**src/rtl/operand_sequencer_if.sv**
```systemverilog
// operand_sequencer_if: operand/request inputs and display/status outputs of the sequencer
interface operand_sequencer_if #(
  parameter int WIDTH = 8,
  parameter int CHANNELS = 4,
  parameter int OUT_WIDTH = 16
);
  localparam int PHASE_W = $clog2(CHANNELS + 2);
  logic Start;
  logic Auto;
  logic [CHANNELS*WIDTH-1:0] Data_in;
  logic [OUT_WIDTH-1:0] Data_out;
  logic [PHASE_W-1:0] Phase;
  logic Busy;
  logic Done;
  logic Overflow;
  modport master(output Start, Auto, Data_in, input Data_out, Phase, Busy, Done, Overflow);
  modport slave(input Start, Auto, Data_in, output Data_out, Phase, Busy, Done, Overflow);
endinterface

```
**src/rtl/operand_sequencer.sv**
```systemverilog
// operand_sequencer: captures CHANNELS operands, shows each and then their sum for DWELL cycles apiece
module operand_sequencer #(
  parameter int WIDTH = 8,
  parameter int CHANNELS = 4,
  parameter int OUT_WIDTH = 16,
  parameter int DWELL = 1,
  localparam int PHASE_W = $clog2(CHANNELS + 2)
) (
  input logic Clock,
  input logic Resetn,
  operand_sequencer_if.slave bus
);
  localparam int K_W = $clog2(CHANNELS);
  localparam int D_W = DWELL > 1 ? $clog2(DWELL) : 1;
  typedef enum logic [1:0] {IDLE, SHOW, SUM} state_t;
  state_t state, state_d;
  logic [CHANNELS*WIDTH-1:0] bank, bank_d;
  logic [K_W-1:0] k, k_d;
  logic [D_W-1:0] dw, dw_d;
  logic [OUT_WIDTH-1:0] acc, acc_d, sum, data_d;
  logic [PHASE_W-1:0] phase_d;
  logic ovf, ovf_d, last, carry, cap, busy_d, done_d;
  assign bus.Overflow = ovf;
  // next state plus the output values registered for the coming cycle
  always_comb begin
    last = dw == D_W'(DWELL - 1);
    {carry, sum} = {1'b0, acc} + (OUT_WIDTH + 1)'(bank[k*WIDTH +: WIDTH]);
    cap = state == IDLE ? bus.Start | bus.Auto : state == SUM && last && bus.Auto;
    state_d = cap ? SHOW
            : state == SHOW && last && k == K_W'(CHANNELS - 1) ? SUM
            : state == SUM && last ? IDLE : state;
    k_d = cap ? '0 : state == SHOW && last && k != K_W'(CHANNELS - 1) ? k + 1'b1 : k;
    dw_d = cap || last || state == IDLE ? '0 : dw + 1'b1;
    acc_d = cap ? '0 : state == SHOW && last ? sum : acc;
    ovf_d = cap ? 1'b0 : state == SHOW && last ? ovf | carry : ovf;
    bank_d = cap ? bus.Data_in : bank;
    data_d = state_d == SHOW ? OUT_WIDTH'(bank_d[k_d*WIDTH +: WIDTH]) : state_d == SUM ? acc_d : '0;
    phase_d = state_d == SHOW ? PHASE_W'(k_d) + 1'b1 : state_d == SUM ? PHASE_W'(CHANNELS + 1) : '0;
    busy_d = state_d != IDLE;
    done_d = state_d == SUM && dw_d == D_W'(DWELL - 1);
  end
  // state, datapath and registered outputs; reset aborts any sequence at once
  always_ff @(posedge Clock or negedge Resetn)
    if (!Resetn) begin
      state <= IDLE;
      bank <= '0;
      k <= '0;
      dw <= '0;
      acc <= '0;
      ovf <= 1'b0;
      bus.Data_out <= '0;
      bus.Phase <= '0;
      bus.Busy <= 1'b0;
      bus.Done <= 1'b0;
    end else begin
      state <= state_d;
      bank <= bank_d;
      k <= k_d;
      dw <= dw_d;
      acc <= acc_d;
      ovf <= ovf_d;
      bus.Data_out <= data_d;
      bus.Phase <= phase_d;
      bus.Busy <= busy_d;
      bus.Done <= done_d;
    end
endmodule

```
**src/flat_wrapper.sv**
```systemverilog
// flat-port wrapper written by rule: the top's interface ports become plain ports
module operand_sequencer_flat 
#(
  parameter int WIDTH = 8,
  parameter int CHANNELS = 4,
  parameter int OUT_WIDTH = 16,
  parameter int DWELL = 1,
  localparam int PHASE_W = $clog2(CHANNELS + 2)
)
  (Clock, Resetn, bus_Start, bus_Auto, bus_Data_in, bus_Data_out, bus_Phase, bus_Busy, bus_Done, bus_Overflow);
  operand_sequencer_if #(.WIDTH(WIDTH), .CHANNELS(CHANNELS), .OUT_WIDTH(OUT_WIDTH)) bus_i ();
  input logic Clock;
  input logic Resetn;
  input wire logic [$bits(bus_i.Start)-1:0] bus_Start;
  input wire logic [$bits(bus_i.Auto)-1:0] bus_Auto;
  input wire logic [$bits(bus_i.Data_in)-1:0] bus_Data_in;
  output wire logic [$bits(bus_i.Data_out)-1:0] bus_Data_out;
  output wire logic [$bits(bus_i.Phase)-1:0] bus_Phase;
  output wire logic [$bits(bus_i.Busy)-1:0] bus_Busy;
  output wire logic [$bits(bus_i.Done)-1:0] bus_Done;
  output wire logic [$bits(bus_i.Overflow)-1:0] bus_Overflow;
  assign bus_i.Start = bus_Start;
  assign bus_i.Auto = bus_Auto;
  assign bus_i.Data_in = bus_Data_in;
  assign bus_Data_out = bus_i.Data_out;
  assign bus_Phase = bus_i.Phase;
  assign bus_Busy = bus_i.Busy;
  assign bus_Done = bus_i.Done;
  assign bus_Overflow = bus_i.Overflow;
  operand_sequencer #(.WIDTH(WIDTH), .CHANNELS(CHANNELS), .OUT_WIDTH(OUT_WIDTH), .DWELL(DWELL)) u_core (.Clock(Clock), .Resetn(Resetn), .bus(bus_i));
endmodule
```
**config.mk**
```make
export PLATFORM = sky130hd
export DESIGN_NAME = operand_sequencer_flat
export DESIGN_NICKNAME = d
export VERILOG_FILES = /design/src/rtl/operand_sequencer_if.sv /design/src/rtl/operand_sequencer.sv /design/src/flat_wrapper.sv
export SDC_FILE = /design/constraint.sdc
export NUM_CORES = 1
export LEC_CHECK = 0
export CORE_MARGIN = 10
export CORE_UTILIZATION = 34
export CTS_CLUSTER_SIZE = 20
export DETAILED_ROUTE_END_ITERATION = 6
export SYNTH_ARGS = -nofsm -noshare
export SYNTH_HDL_FRONTEND = slang
export SYNTH_SLANG_ARGS = --single-unit
```
**constraint.sdc**
```tcl
create_clock -name Clock -period 4.2 [get_ports Clock]
set_input_delay 0.84 -clock Clock [delete_from_list [all_inputs] [get_ports Clock]]
set_output_delay 0.84 -clock Clock [all_outputs]
set_load 0.01 [all_outputs]
```
# == Yosys cells after proc, flatten, opt, wreduce, memory -nomap -nowiden ==
# Cells that the tools add are included.
# word_totals
regBits,75
inputBits,36
out_inout_bits,22
word_cells,53
# classes
addsub,4
eq_ne,6
n_shift,2
muxes,16
bitwise_logic,4
reduce_logical,11
# ops
op,count
16-bit 2-to-1 mux,4
32-bit by 6-bit indexed part select with 8-bit output,2
32-bit 2-to-1 mux,1
16-bit by 8-bit adder with 17-bit output,1
2-bit 2-to-1 mux,5
"2-bit == test, second input constant",3
1-bit logical AND,6
3-bit 2-to-1 mux,2
"2-bit by 1-bit == test with 1-bit output, second input constant",2
1-bit 2-to-1 mux,4
2-bit nonzero test,2
"2-bit by 1-bit adder with 3-bit output, second input constant",1
"2-bit by 1-bit adder with 2-bit output, second input constant",1
2-bit zero test,1
1-bit logical OR,2
"2-bit != test, second input constant",1
1-bit inverter,2
1-bit OR,2
"1-bit adder, second input constant",1

# == Longest topological paths before layout ==
# Gate-level depths: netlist of run 1.
# depth
depth_word,9
mapped_depth,10
depth_no_buf,9

# == Worst setup path before layout of run 1 ==
# Ideal clock, no wire load.
# synth_timing
path_kind,register to register
startpoint,register u_core.k[0]
endpoint,register u_core.bus.Data_out[10]
setup_ps,130
arrival_ps,3134
t_required_ps,4070
slack_ps,936
path_stages_with_launch,11
n_path_buf,1
period_less_slack_ps,3264
cell_sequence,dfrtp_1 -> clkbuf_1 -> mux4_2 -> ha_1 -> fa_1 -> a211oi_1 -> nor2_1 -> a221o_1 -> nand4_1 -> xor2_1 -> nor2_1
# synth_via
elab_chain_cells,7
word_cells_on_any_way,12
cone_classes,1 x add/sub; 3 x eq/ne; 1 x shift; 6 x mux; 1 x reduce/logical
# synth_lines
item,line_no,text
"start, declared",operand_sequencer.sv:18,"logic [K_W-1:0] k, k_d;"
"start signal, assigned",operand_sequencer.sv:58,k <= k_d;
branches (longest 6 deep; another with 16-bit by 8-bit adder with 17-bit output),--,
16-bit 2-to-1 mux (*),operand_sequencer.sv:37,data_d = state_d == SHOW ? OUT_WIDTH'(bank_d[k_d*WIDTH +: WIDTH]) : state_d == SUM ? acc_d : '0;
named net u_core.data_d[10],operand_sequencer.sv:20,"logic [OUT_WIDTH-1:0] acc, acc_d, sum, data_d;"
"end signal, assigned",operand_sequencer.sv:62,bus.Data_out <= data_d;
"end, declared",operand_sequencer_if.sv:17,"modport slave(input Start, Auto, Data_in, output Data_out, Phase, Busy, Done, Overflow);"
# Mark *: on every way through the listed nets, which the timed path passes.
# A chain may end at the register's enable or synchronous reset.

# == Worst setup path in the final report of run 1 ==
# layout_timing
startpoint,register u_core.k[0]
endpoint,register u_core.bus.Data_out[14]
# Same word-level chain as after synthesis.

==> reports/metrics.csv, run 1 <==
stage;metric;value;unit
sta;Sum Neg Setup Slack;0;ps
sta;FMAX;308;MHz
global_route;pin count of the biggest net entering global routing;76;
critical_path;CP max stage delay;550;ps
layout;Filler Cell Count;1000;
cts;clock buffer depth;2;
yosys;synth warn;0;
global_route;GRT overflow;0;
global_route;first-pass GRT wire length;13500;microns
layout;Final Util;44.5;%
cts;Hold-fix buffers, CTS;0;
floorplanning;io pins;58;
layout;Post-Layout Cell Count;489;
sta;Pins Over Slew Limit;0;
critical_path;critical path's slowest cell;mux4_2;
layout;share of layout cells above drive strength 1;19.8;%
global_route;initial antenna violation count;0;
sta;Hold Vio Cnt, Final;0;
critical_path;CP max FO;5;
yosys;number of flops mapped to enable cells by yosys;0;
yosys;Seq/Total Area, Yosys;51.2;%
sta;clock skew;11.2;ps
yosys;Mapped Cells;290;
power_and_ir_drop;maximum VDD drop;0.310;mV
sta;fin crit period;3250;ps
routing;Residual DRC;0;
critical_path;WP data required;4400;ps
yosys;Syn Area/Cell;12.7;sq um
floorplanning;die width;124;microns
floorplanning;Row Count;37;
yosys;Net Count, Synth;337;
placement;Cells after DPL;473;
critical_path;crit path cell chain;mux4_2, ha_1, fa_1, a211oi_1, nor2_1, a221o_1, nand3_1, xor2_1, nor2_1;
power_and_ir_drop;power per cell area;874;nW/um^2
yosys;Top FF cell, synth;dfrtp_1;
floorplanning;DIE HEIGHT;124;microns
sta;Final Cycle Share;77.3;%
run;Max-cap violations;0;
critical_path;Worst setup SP type;flip-flop;
hold_path;min-delay worst type;flip-flop to flip-flop;
cts;CTS tree;yes;
yosys;Synth cell types;45;
critical_path;CP dominant cell by count;nor2_1;
cts;H-tree depth;3;
placement;Post-DP HPWL;5810;microns
sta;Max-slew headroom;37.8;%
layout;Layout area overhead;26.3;%
global_route;global-route total usage across every layer;11.2;%
placement;port buffer count;57;
routing;vias per inst;5.01;
yosys;register bit count reported by yosys;75;
cts;worst-skew pair later-pin latency;350;ps
sta;slew at the pin closest to its max-slew limit;933;ps
floorplanning;CORE AREA;10400;sq um
cts;CTS Buf Count;9;
critical_path;endpoint type of the worst setup path;flip-flop;
yosys;Synth async-reset ratio;100;%
cts;root buf cell;clkbuf_8;
floorplanning;Initial Util;35.2;%
critical_path;Worst EP arrival;3440;ps
layout;antenna fix cells;0;
floorplanning;die footprint;15300;sq um
power_and_ir_drop;Lkg Pwr;2.00;nW
cts;CTS Sinks;75;
sta;unrepaired setup endpoints after global routing;no;
routing;DR iter-0 viols;91;
global_route;vias in the first global route;2715;
routing;DRT Wirelength;8250;microns
routing;ANT nets after route;0;
routing;Vias;2450;
sta;Setup Viol. Count Final;0;
routing;First-pass DRT Iterations;4;
layout;Post-layout nets;395;
routing;wire per inst;16.9;microns
placement;Final Wtd Congestion;0.792;
critical_path;critical path type;flip-flop to flip-flop;
cts;post_cts resized;0;
outcome;status;finished clean;
cts;Post-CTS Setup Inserts;0;
cts;register clock-pin slew on the reported worst setup and hold paths;70;ps
yosys;Post-Syn Area;3670;sq um
per-layer routing:
metal	track usage (%)	part of all wire, %	up-vias
li1	-	-	1167
met1	14.4	46	1228
met2	17.9	47	46
met3	2.62	4.4	9
met4	4.59	1.7	0
met5	0	0	-
critical path, delay by kind of cell (launching register included):
kind / cells / cell delay, ps
XOR/XNOR: 1 / 200
multiplexers: 1 / 550
AND/OR/NAND/NOR: 3 / 340
AO/OA/AOI/OAI: 2 / 800
adder cells (fa/ha/maj): 2 / 670
flip-flops: 1 / 540
synthesized netlist by cell type (all sizes together), types with 2 or more instances:
library cell  number  area, sq um
nor2b              3         18.8
a221o              8         80.1
nand3              7         35.0
xnor2              5         43.8
a41oi              2         17.5
or2                2         12.5
nor2              36          135
inv                4         15.0
o21ai              5         28.8
nor3               3         20.0
a21oi              6         45.1
a21o               8         60.1
and3               4         25.0
mux2              45          507
o21a               3         22.5
clkbuf             6         22.5
o221ai             2         17.5
mux2i              9         90.1
ha                10          125
dfrtp             75         1880
nand2              6         22.5
buf                8         57.6
xor2               8         70.1
o21bai             2         15.0
a211oi             4         30.0
mux4               8          180
nand4              2         12.5
layout make-up:
class / instances / area, sq um / area share, %
clock inverter: 5 / 125 / 2.70
timing repair buffer: 61 / 611 / 13.2
clock buffer: 11 / 131 / 2.84
multi-input combinational: 197 / 1700 / 36.8
sequential: 75 / 1880 / 40.5
tap: 136 / 170 / 3.67
inverter: 4 / 15.0 / 0.324
registers in the layout (all words and copies together), names as in the netlist:
name,count
u_core.acc,16
u_core.bank,32
u_core.bus.Busy,1
u_core.bus.Data_out,16
u_core.bus.Done,1
u_core.bus.Overflow,1
u_core.bus.Phase,3
u_core.dw,1
u_core.k,2
u_core.state,2
power breakdown:
| group | internal [mW] | switching (mW) | leakage [nW] |
|---|---|---|---|
| combinational | 1.08 | 1.05 | 0.932 |
| clock | 0.455 | 0.264 | 0.128 |
| sequential | 1.02 | 0.186 | 0.936 |
per-stage QoR:
stage	setup slack [ps]	total power [mW]	hold WS, ps	cell area, sq um
after global routing	781	4.36	540	4630
after floorplan	936	2.79	486	3670
after detailed placement	848	3.35	511	4380
final	953	4.05	525	4630
after CTS	938	4.08	528	4630
after global placement	917	3.29	502	4380
path summary, 6_finish.rpt:
kind                                 start                      end  slack, ps  depth (start not counted)
min in group asynchronous           Resetn   u_core.bus.Data_out[8]        640                          1
max in group asynchronous           Resetn          u_core.bank[10]       2970                          1
max reg2reg                    u_core.k[0]  u_core.bus.Data_out[14]        950                          9
min reg2reg                u_core.bank[21]          u_core.bank[21]        520                          1
min                        u_core.bank[21]          u_core.bank[21]        520                          1
max                            u_core.k[0]  u_core.bus.Data_out[14]        950                          9
logic make-up (layout without fill, tap and decap cells):
group / after synthesis / after routing / synth area share [%]
AOI/OAI and AO/OA: 42 / 42 / 9.07
xor gates and xnor gates: 13 / 13 / 3.10
buffers and inverters: 18 / 81 / 2.59
other: 1 / 1 / 0.102
DFF: 75 / 75 / 51.2
and+or+nand+nor: 68 / 68 / 8.83
muxes: 62 / 62 / 21.2
adders and majority gates: 11 / 11 / 3.96
cell usage in the layout, fill, tap and decap left out, types with 2 or more instances in the layout:
cell and instances:
a211oi_1 4, a21o_1 8, a21oi_1 4, a21oi_4 2
a221o_1 8, a41oi_1 2, and3_1 4, buf_4 4
bufinv_16 4, clkbuf_1 2, clkbuf_8 9, clkdlybuf4s50_1 56
dfrtp_1 75, ha_1 10, inv_1 4, mux2_1 9
mux2_2 36, mux2i_1 9, mux4_2 8, nand2_1 6
nand3_1 7, nand4_1 2, nor2_1 36, nor2b_1 3
nor3_1 2, o21a_1 3, o21ai_0 4, o21bai_1 2
o221ai_1 2, or2_2 2, xnor2_1 5, xor2_1 8
Note: power is estimated with default switching activity, not from simulation.
==> run 2: changes to the inputs <==
- clock period: 4.2 -> 3.15 ns (I/O delays scaled with it)
==> run 2 against run 1 <==
Register-to-register slack worse by 720 ps; total power rose by 28%; sequential share of layout area increased by 0.17 points; clock-buffer cell count grew 2; critical path depth unchanged; first-iteration DRC count up 21%; critical path type unchanged; largest power group unchanged; largest cell class unchanged; worst setup slack lost 720 ps; sequential cell count did not move; core utilization down 0.16 points.
==> reports/metrics.csv, run 2 (synthesized netlist as in run 1, its figures left out) <==
stage;metric;value;unit
outcome;status;finished clean;
critical_path;CP max FO;5;
sta;Setup Viol. Count Final;0;
sta;Sum Neg Setup Slack;0;ps
placement;setup slack at placement;134;ps
floorplanning;CORE AREA;10400;sq um
sta;clock skew;9.99;ps
cts;H-tree depth;3;
sta;fin crit period;2920;ps
sta;FMAX;343;MHz
critical_path;Worst EP arrival;3140;ps
cts;root buf cell;clkbuf_8;
hold_path;min-delay worst type;input port to asynchronous set/reset pin;
critical_path;critical path type;flip-flop to flip-flop;
critical_path;Worst setup SP type;flip-flop;
layout;Largest register FFs;32;
sta;slew at the pin closest to its max-slew limit;947;ps
critical_path;r2r startpoint;u_core.k[0];
placement;port buffer count;57;
critical_path;WP data required;3380;ps
layout;Biggest register;u_core.bank;
cts;register clock-pin slew on the reported worst setup and hold paths;80;ps
global_route;GRT overflow;0;
layout;top flop regs;u_core.bank (32), u_core.acc (16), u_core.bus.Data_out (16);
layout;commonest non-fill, non-tap cell in the layout;dfrtp_1;
global_route;vias in the first global route;2776;
global_route;initial antenna violation count;0;
critical_path;Critical path origin;u_core.k[0];
global_route;global-route total usage across every layer;11.6;%
cts;CTS tree;yes;
routing;wire per inst;16.7;microns
placement;Final Wtd Congestion;0.759;
layout;Layout area overhead;25.9;%
layout;antenna fix cells;0;
cts;clock buffer depth;2;
routing;Residual DRC;0;
cts;Post-CTS Setup Inserts;0;
routing;ANT nets after route;0;
cts;worst-skew pair later-pin latency;350;ps
placement;Post-DP HPWL;6080;microns
layout;commonest non-fill, non-tap cells in the layout;dfrtp_1 (74), clkdlybuf4s50_1 (56), mux2_2 (36), nor2_1 (36), buf_4 (12);
global_route;pin count of the biggest net entering global routing;76;
routing;DRT Wirelength;8330;microns
floorplanning;Row Count;37;
routing;vias per inst;4.96;
sta;Final Cycle Share;92.6;%
routing;Vias;2471;
routing;DR iter-0 viols;110;
sta;Pins Over Slew Limit;0;
power_and_ir_drop;power per cell area;1120;nW/um^2
cts;Hold-fix buffers, CTS;0;
power_and_ir_drop;Lkg Pwr;2.00;nW
critical_path;endpoint type of the worst setup path;flip-flop;
power_and_ir_drop;maximum VDD drop;0.410;mV
floorplanning;die footprint;15300;sq um
global_route;first-pass GRT wire length;14000;microns
run;Max-cap violations;0;
sta;Max-slew headroom;36.9;%
floorplanning;DIE HEIGHT;124;microns
sta;Hold Vio Cnt, Final;0;
floorplanning;Initial Util;35.2;%
cts;post_cts resized;0;
routing;First-pass DRT Iterations;4;
cts;CTS Buf Count;9;
layout;Post-layout nets;404;
floorplanning;die width;124;microns
cts;CTS Sinks;75;
layout;share of layout cells above drive strength 1;21.8;%
sta;unrepaired setup endpoints after global routing;no;
floorplanning;io pins;58;
sta;setup slack after layout;234;ps
run 2: metrics by stage:
stage	utilization [%]	cell area, sq um	std cells	power, mW	hold slack, ps
global placement	42.8	4460	482	4.52	501
CTS	44.3	4610	498	5.21	463
detailed placement	42.8	4460	482	4.57	507
floorplan	-	3670	290	3.72	334
finish	44.3	4620	498	5.18	421
global route	44.3	4620	498	5.62	496
run 2: critical path, stage by stage, from the launching register on:
cell      delay [ps]
dfrtp_2          410
mux4_2           510
ha_1             220
fa_1             430
a211oi_2         280
nor2_1           100
a221o_1          430
nand4_1          130
xor2_1           200
nor2_1            70
run 2: path summary, 6_finish.rpt:
path	to	slack, ps	depth (start not counted)
setup / recovery	u_core.bus.Data_out[10]	230	9
hold / removal	u_core.bus.Data_out[9]	420	1
setup reg to reg	u_core.bus.Data_out[10]	230	9
hold reg to reg	u_core.bus.Overflow	520	2
max in group asynchronous	u_core.k[0]	2040	1
min in group Clock	u_core.bus.Overflow	520	2
run 2: routing by layer:
| layer | GRT usage, % | wire length (microns) | up-vias |
|---|---|---|---|
| li1 | - | - | 1187 |
| met1 | 14.9 | 3930 | 1222 |
| met2 | 18.5 | 3890 | 50 |
| met3 | 2.58 | 369 | 12 |
| met4 | 5.02 | 144 | 0 |
| met5 | 0 | 0 | - |
run 2: area by class of cell:
type / count / area (sq um)
Fill cell: 1004 / 5800
Sequential cell: 75 / 1880
Multi-Input combinational cell: 197 / 1710
Timing Repair Buffer: 70 / 691
Tap cell: 136 / 170
Clock buffer: 13 / 139
Clock inverter: 3 / 15.0
Inverter: 4 / 15.0
run 2: report_power, final:
| group | switching [mW] | internal, mW |
|---|---|---|
| clock network | 0.336 | 0.284 |
| registers | 0.223 | 1.36 |
| logic | 1.45 | 1.53 |
| total | 2.01 | 3.17 |
==> run 3: changes to the inputs <==
- ABC_AREA: not set -> 0
==> results of run 3 <==
No change in the layout: final DEF, timing and power equal those of run 2.
